### config.mk
export PLATFORM = sky130hd
export DESIGN_NAME = mu0_cpu_stallable
export DESIGN_NICKNAME = d
export VERILOG_FILES = /design/src/rtl/mu0_cpu_stallable.sv
export SDC_FILE = /design/constraint.sdc
export NUM_CORES = 1
export LEC_CHECK = 0
export CORE_MARGIN = 2
export CORE_UTILIZATION = 55
export DETAILED_ROUTE_END_ITERATION = 8
export PLACE_DENSITY = 0.85
export SLEW_MARGIN = 20
export SYNTH_ARGS = -nofsm -noshare
export SYNTH_HDL_FRONTEND = slang
export SYNTH_SLANG_ARGS = --single-unit
### constraint.sdc
create_clock -name clk -period 6.7 [get_ports clk]
set_input_delay 1.005 -clock clk [delete_from_list [all_inputs] [get_ports clk]]
set_output_delay 1.005 -clock clk [all_outputs]
set_load 0.005 [all_outputs]
### src/rtl/mu0_cpu_stallable.sv
// MU0 accumulator CPU: fetch/execute FSM on a single shared memory port with
// waitrequest stalls, 1-cycle read latency, LDI/JGE/OUT extensions and halt/illegal traps.
module mu0_cpu_stallable #(
  parameter int unsigned           ADDR_WIDTH = 12,
  parameter logic [ADDR_WIDTH-1:0] RESET_PC   = '0
) (
  input  logic                  clk,
  input  logic                  rst,
  output logic [ADDR_WIDTH-1:0] address,
  output logic                  read,
  output logic                  write,
  output logic [ADDR_WIDTH+3:0] writedata,
  input  logic [ADDR_WIDTH+3:0] readdata,
  input  logic                  waitrequest,
  output logic                  out_valid,
  output logic [ADDR_WIDTH+3:0] out_data,
  output logic                  halted,
  output logic                  illegal,
  output logic [2:0]            state
);
  localparam int unsigned DATA_WIDTH = ADDR_WIDTH + 4;

  typedef enum logic [2:0] {
    FETCH_ADDR = 3'd0,
    FETCH_DATA = 3'd1,
    EXEC_ADDR  = 3'd2,
    EXEC_DATA  = 3'd3,
    HALTED     = 3'd4
  } state_e;

  typedef enum logic [3:0] {
    OP_LDA = 4'd0, OP_STO = 4'd1, OP_ADD = 4'd2, OP_SUB = 4'd3, OP_JMP = 4'd4,
    OP_JGE = 4'd5, OP_JNE = 4'd6, OP_STP = 4'd7, OP_OUT = 4'd8, OP_LDI = 4'd9
  } op_e;

  state_e                state_q, state_d;
  logic [ADDR_WIDTH-1:0] pc_q, pc_d, pc_inc, konst, addr_c;
  logic [DATA_WIDTH-1:0] acc_q, acc_d, instr_q, instr_d, out_data_q, out_data_d;
  logic                  out_valid_q, out_valid_d, illegal_q, illegal_d;
  logic                  read_c, write_c;
  logic [3:0]            opcode;

  assign opcode = instr_q[DATA_WIDTH-1 -: 4];
  assign konst  = instr_q[ADDR_WIDTH-1:0];
  assign pc_inc = pc_q + ADDR_WIDTH'(1);

  always_comb begin
    state_d     = state_q;
    pc_d        = pc_q;
    acc_d       = acc_q;
    instr_d     = instr_q;
    illegal_d   = illegal_q;
    out_valid_d = 1'b0;
    out_data_d  = out_data_q;
    read_c      = 1'b0;
    write_c     = 1'b0;
    addr_c      = pc_q;
    case (state_q)
      FETCH_ADDR: begin
        read_c = 1'b1;
        if (!waitrequest) state_d = FETCH_DATA;
      end
      FETCH_DATA: begin
        instr_d = readdata;
        state_d = EXEC_ADDR;
      end
      EXEC_ADDR: begin
        addr_c = konst;
        case (opcode)
          OP_LDA, OP_ADD, OP_SUB: begin
            read_c = 1'b1;
            if (!waitrequest) state_d = EXEC_DATA;
          end
          OP_STO: begin
            write_c = 1'b1;
            if (!waitrequest) begin
              pc_d    = pc_inc;
              state_d = FETCH_ADDR;
            end
          end
          OP_JMP: begin
            pc_d    = konst;
            state_d = FETCH_ADDR;
          end
          OP_JGE: begin
            pc_d    = acc_q[DATA_WIDTH-1] ? pc_inc : konst;
            state_d = FETCH_ADDR;
          end
          OP_JNE: begin
            pc_d    = (acc_q != '0) ? konst : pc_inc;
            state_d = FETCH_ADDR;
          end
          OP_LDI: begin
            acc_d   = {4'b0000, konst};
            pc_d    = pc_inc;
            state_d = FETCH_ADDR;
          end
          OP_OUT: begin
            out_valid_d = 1'b1;
            out_data_d  = acc_q;
            pc_d        = pc_inc;
            state_d     = FETCH_ADDR;
          end
          OP_STP: state_d = HALTED;
          default: begin
            illegal_d = 1'b1;
            state_d   = HALTED;
          end
        endcase
      end
      EXEC_DATA: begin
        case (opcode)
          OP_LDA:  acc_d = readdata;
          OP_ADD:  acc_d = acc_q + readdata;
          OP_SUB:  acc_d = acc_q - readdata;
          default: acc_d = acc_q;
        endcase
        pc_d    = pc_inc;
        state_d = FETCH_ADDR;
      end
      HALTED:  state_d = HALTED;
      default: state_d = FETCH_ADDR;
    endcase
  end

  always_ff @(posedge clk) begin
    if (rst) begin
      state_q     <= FETCH_ADDR;
      pc_q        <= RESET_PC;
      acc_q       <= '0;
      instr_q     <= '0;
      illegal_q   <= 1'b0;
      out_valid_q <= 1'b0;
      out_data_q  <= '0;
    end else begin
      state_q     <= state_d;
      pc_q        <= pc_d;
      acc_q       <= acc_d;
      instr_q     <= instr_d;
      illegal_q   <= illegal_d;
      out_valid_q <= out_valid_d;
      out_data_q  <= out_data_d;
    end
  end

  // Commands are combinational from state, so gate them off while rst is high.
  assign read      = read_c & ~rst;
  assign write     = write_c & ~rst;
  assign address   = addr_c;
  assign writedata = acc_q;
  assign out_valid = out_valid_q;
  assign out_data  = out_data_q;
  assign halted    = (state_q == HALTED);
  assign illegal   = illegal_q;
  assign state     = state_q;

endmodule

# Yosys cells after proc, flatten, opt, wreduce, memory -nomap -nowiden
# Index checks and enable logic that the tools add are counted.
# W data, S select, Z words.
op_classes:
  n_addsub: 3
  eq_ne: 19
  n_mux: 19
  n_bitwise: 5
  reduce_logical: 14
op_table:
  columns: ["op", "count"]
  rows:
  - ["$pmux W12 S5", 1]
  - ["$mux W12", 4]
  - ["$pmux W16 S3", 1]
  - ["$pmux W16 S2", 1]
  - ["$pmux W12 S2", 1]
  - ["$add A16 B16 Y16", 1]
  - ["$eq A4 B3 Y1 const B", 4]
  - ["$mux W16", 1]
  - ["$reduce_bool A16 Y1", 1]
  - ["$sub A16 B16 Y16", 1]
  - ["$add A12 B1 Y12 const B", 1]
  - ["$pmux W3 S4", 1]
  - ["$reduce_or A10 Y1", 1]
  - ["$mux W3", 3]
  - ["$pmux W3 S3", 1]
  - ["$reduce_and A3 Y1", 3]
  - ["$eq A4 B2 Y1 const B", 2]
  - ["$eq A4 B4 Y1 const B", 2]
  - ["$eq A3 B2 Y1 const B", 2]
  - ["$ne A3 B3 Y1 const B", 2]
  - ["$ne A6 B3 Y1 const B", 1]
  - ["$reduce_or A5 Y1", 1]
  - ["$eq A4 B1 Y1 const B", 1]
  - ["$logic_not A4 Y1", 1]
  - ["other kinds (14)", 22]
totals:
  regBits: 65
  out_inout_bits: 52

# Depth between registers and ports, before layout
depth:
  ltp_word: 5
  ltp_mapped: 15

# Worst setup path before layout
# No wires, ideal clock.
synth_timing:
  kind: "input-to-reg"
  start: "input readdata[5]"
  end: "register acc_q[13] (netlist: writedata[13])"
  setup_ns: 0.086
  t_arrival_ns: 3.688
  required_time_ns: 6.614
  slack_ns: 2.926
  path_stages: 11
  path_buffers: 1
  path_cell_list: "clkbuf_1 > nor4_1 > nor3b_1 > a21oi_1 > xnor2_1 > ha_1 > nand2_1 > or4_1 > o21ai_0 > mux2_2 > a211oi_1"
synth_via:
  elab_chain_len: 3
  elab_cells_between_ends: 4
  classes_between: "add/sub (2); mux (2)"
synth_lines:
  columns: ["element", "line_no", "rtl"]
  rows:
  - ["start, declared", "13", "input logic [ADDR_WIDTH+3:0] readdata,"]
  - ["$sub A16 B16 Y16 / $add A16 B16 Y16 (equally long branches)", "115, 114", null]
  - ["$pmux W16 S3 *", "112", "case (opcode)"]
  - ["$pmux W16 S2 *", "58", "case (state_q)"]
  - ["end signal, assigned", "130", "acc_q <= '0;"]
  - ["end signal, assigned", "138", "acc_q <= acc_d;"]
  - ["end, declared", "38", "logic [DATA_WIDTH-1:0] acc_q, acc_d, instr_q, instr_d, out_data_q, out_data_d;"]
# Every way passes the cells marked *; elsewhere a longest branch is shown, timed or not.
# A chain may end at the register's enable or synchronous reset.

# Worst setup path after layout
layout_timing:
  start: "register instr_q[15]"
  end: "register acc_q[13] (netlist: writedata[13])"
layout_via:
  elab_chain_len: 3
  elab_cells_between_ends: 9
  classes_between: "eq/ne (5); mux (2); reduce/logical (2)"
layout_lines:
  columns: ["element", "line_no", "rtl"]
  rows:
  - ["start, declared", "38", null]
  - ["start signal, assigned", "139", "instr_q <= instr_d;"]
  - ["$eq A4 B2 Y1, or another cell as far along", "112", null]
  - ["$pmux W16 S3, or another cell as far along", "112", null]
  - ["$pmux W16 S2 / $reduce_and A3 Y1 (equally long branches)", null, null]
# Parallel ways exist; a longest one is shown, timed or not.

==> run_results.csv <==
group,metric,value,unit
layout,finalInstanceArea,0.00521,sq mm
clocking,cts_setup_buffers,0,
critical_path,r2r-end,"writedata[13]$_SDFFE_PP0P_",
power,p_leak,1.96,nW
power,p_total,899,uW
layout,fin_cells,713,
worst_hold_path,worstHoldPathType,"reg2reg",
grt,antenna_found_initial,0,
sta,finClkSkew,0.0140,ns
logic_synthesis,synthArstFlopShare,0,%
layout,area_growth,20.8,%
clocking,numCtsBuffers,9,
critical_path,cp-start-kind,"flip-flop",
routing,ant_nets,0,
critical_path,crit_fanout,21,
layout,antenna_cells,0,
worst_hold_path,min_to,"pc_q[11]$_SDFFE_PP0P_",
logic_synthesis,synth_nets,591,
sta,finalCritPeriodShare,65.0,%
placement,io_buffers,70,
routing,drc,0,
floorplanning,coreArea,0.00765,sq mm
logic_synthesis,ys_seq_area_share,30.2,%
routing,vias,4546,
grt,grt_usage,30.0,%
logic_synthesis,synth_area,0.00431,sq mm
logic_synthesis,synthCells,554,
grt,grt_overflow_total,0,
floorplanning,die_y,92.6,microns
grt,grt_pass1_wl,20600,microns
layout,drive_gt1_share,7.69,%
sta,drv_slew,0,
placement,globalplace.congestion,0.996,
sta,relSlewSlack,36.6,%
logic_synthesis,synth_warnings,0,
critical_path,r2r_cells,12,
critical_path,crit_type,"reg2reg",
clocking,cts_tree,"yes",
logic_synthesis,synth.distinct_cells,65,
sta,hold_viol,0,
clocking,clk_pin_slew,0.07,ns
routing,wl_per_cell,18.0,microns
grt,grt_max_degree,65,
placement,pre_cts_ws,2.15,ns
logic_synthesis,synth_area_per_cell,7.78,sq um
sta,fmax,0.230,GHz
sta,fin_hold_ws,0.490,ns
clocking,max-clock-path-buffers,2,
critical_path,endpoint_kind,"flip-flop",
layout,layout_common_cells,"nand2_1, clkdlybuf4s50_1, dfxtp_1",
clocking,htreeDepth,3,
floorplanning,num_io_pins,71,
clocking,ctsResizeCount,0,
sta,min_period,4.35,ns
clocking,cts_root_buf,"clkbuf_8",
clocking,cts.sinks,65,
routing,wirelength,12800,microns
outcome,status,"finished clean",
routing,drt_iter0_markers,544,
floorplanning,rows,32,
layout,final_common_cell,"nand2_1",
grt,grt_pass1_vias,4233,
critical_path,max_stage_delay,0.70,ns
sta,setup_violations,0,
sta,worst_slew_pin_slew,0.947,ns
routing,dr.pass1.iters,6,
job,cap_violations,0,
logic_synthesis,synth-main-ff-cell,"dfxtp_1",
placement,dp_hpwl,9160,microns
power,peakVddDrop,0.116,mV
floorplanning,die_w,92.6,microns
clocking,postCtsHoldBufs,0,
critical_path,r2r-start,"instr_q[15]$_SDFFE_PP0N_",
critical_path,required,6.96,ns
logic_synthesis,synth_seq_cells,65,
clocking,clkLatencyLatePin,0.35,ns
critical_path,r2r_slack,2.35,ns
sta,setup_slack,2.35,ns
critical_path,cp_slowest_cell,"nor2_1",
worst_hold_path,hold_depth,2,
sta,rsz0062_at_grt,"no",
sta,timing.setup.tns,0,ns
placement,place_inst,698,
layout,nets,644,
floorplanning,start_util,56.4,%
logic_synthesis,synth-edff-count,0,
worst_hold_path,hold_path_startpoint,"pc_q[11]$_SDFFE_PP0P_",
power,powerDensity,172,mW/mm^2
placement,placed_area,0.00501,sq mm
routing,vias_per_cell,6.38,
floorplanning,dieArea,0.00857,sq mm
critical_path,crit_chain,"nor2_2, nand2_1, nor2_1, nor2_1, xnor2_1, ha_1, nand2_1, o21ai_0, a31oi_1, o21ai_0, mux2_2, a211oi_1",
layout,utilization,68.1,%
critical_path,cp.arrival,4.62,ns
## where the power goes
| group | total [mW] | switching, mW | leakage [nW] | internal, mW |
|---|---|---|---|---|
| clock network | 0.348 | 0.159 | 0.102 | 0.189 |
| logic | 0.142 | 0.0842 | 1.33 | 0.0576 |
| registers | 0.409 | 0.0145 | 0.526 | 0.395 |
| total | 0.899 | 0.257 | 1.96 | 0.641 |
## per-layer routing
metal / vias to the layer above / wire, microns / track usage, %
met5: - / 0 / 0
met4: 0 / 375 / 12.8
met3: 43 / 1230 / 5.04
met2: 279 / 5790 / 46.5
met1: 2115 / 5430 / 41.3
li1: 2109 / - / -
## state kept, by name (all words and copies together), names as in the netlist
signal     cells
illegal        1
instr_q       16
out_data      16
out_valid      1
pc_q          12
state          3
writedata     16
## final cells by class
class / instances / area (sq um)
multi-input cells: 443 / 2810
inverters: 14 / 52.6
clock buffers: 12 / 155
clock inverters: 3 / 40.0
flip-flops and latches: 65 / 1300
well taps: 102 / 128
fillers: 642 / 2440
repair buffers: 74 / 726
## worst max path at each step
stage	start	endpoint	slack [ns]
2_1_floorplan	readdata[5]	writedata[13]$_SDFFE_PP0P_	2.93
3_3_place_gp	readdata[5]	writedata[13]$_SDFFE_PP0P_	2.21
3_5_place_dp	readdata[5]	writedata[13]$_SDFFE_PP0P_	2.15
4_1_cts	readdata[5]	writedata[13]$_SDFFE_PP0P_	2.48
5_1_grt	readdata[5]	writedata[13]$_SDFFE_PP0P_	2.11
6_report	instr_q[15]$_SDFFE_PP0N_	writedata[13]$_SDFFE_PP0P_	2.35
## cells in the mapped netlist (2+ instances only)
cell | instances | area [sq um]
a2111oi_0 | 2 | 17.5
a211oi_1 | 10 | 75.1
a21o_1 | 3 | 22.5
a21oi_1 | 55 | 275
a22oi_1 | 2 | 15.0
a311o_1 | 2 | 20.0
a311oi_1 | 5 | 43.8
a31oi_1 | 8 | 50.1
a32oi_1 | 2 | 17.5
and2_1 | 10 | 62.6
and3_1 | 7 | 43.8
and4_1 | 2 | 17.5
buf_2 | 7 | 35.0
buf_4 | 4 | 30.0
buf_6 | 2 | 22.5
clkbuf_1 | 18 | 67.6
dfxtp_1 | 65 | 1300
ha_1 | 17 | 213
inv_1 | 14 | 52.6
mux2_1 | 2 | 22.5
mux2_2 | 13 | 146
mux2i_1 | 17 | 170
nand2_1 | 80 | 300
nand2b_1 | 4 | 25.0
nand3_1 | 12 | 60.1
nand4_1 | 3 | 18.8
nand4b_1 | 2 | 17.5
nor2_1 | 50 | 188
nor2b_1 | 5 | 31.3
nor3_1 | 6 | 30.0
nor3b_1 | 4 | 30.0
nor4_1 | 9 | 56.3
o2111ai_1 | 2 | 17.5
o211ai_1 | 8 | 60.1
o21a_1 | 3 | 22.5
o21ai_0 | 34 | 170
o21ai_1 | 4 | 20.0
o22ai_1 | 3 | 18.8
o31ai_1 | 2 | 15.0
o41ai_1 | 2 | 17.5
or2_2 | 2 | 12.5
or3_1 | 7 | 43.8
xnor2_1 | 18 | 158
xor2_1 | 6 | 52.6
## logic make-up after synthesis
logic type / after synthesis / synth area share, %
fa+ha+maj: 18 / 5.40
flops: 65 / 30.2
mux: 32 / 7.86
compound gates: 155 / 22.3
xor+xnor: 24 / 4.87
simple gates: 214 / 24.5
buf+inv: 46 / 4.90
## critical path: cells and delay by family (launching register included)
family | cells | cell delay [ns]
AO/OA/AOI/OAI | 4 | 1.24
adder cells (fa/ha/maj) | 1 | 0.36
XOR/XNOR | 1 | 0.17
multiplexers | 1 | 0.36
flip-flops | 1 | 0.43
AND/OR/NAND/NOR | 5 | 1.70
(Power assumes the default switching activity.)
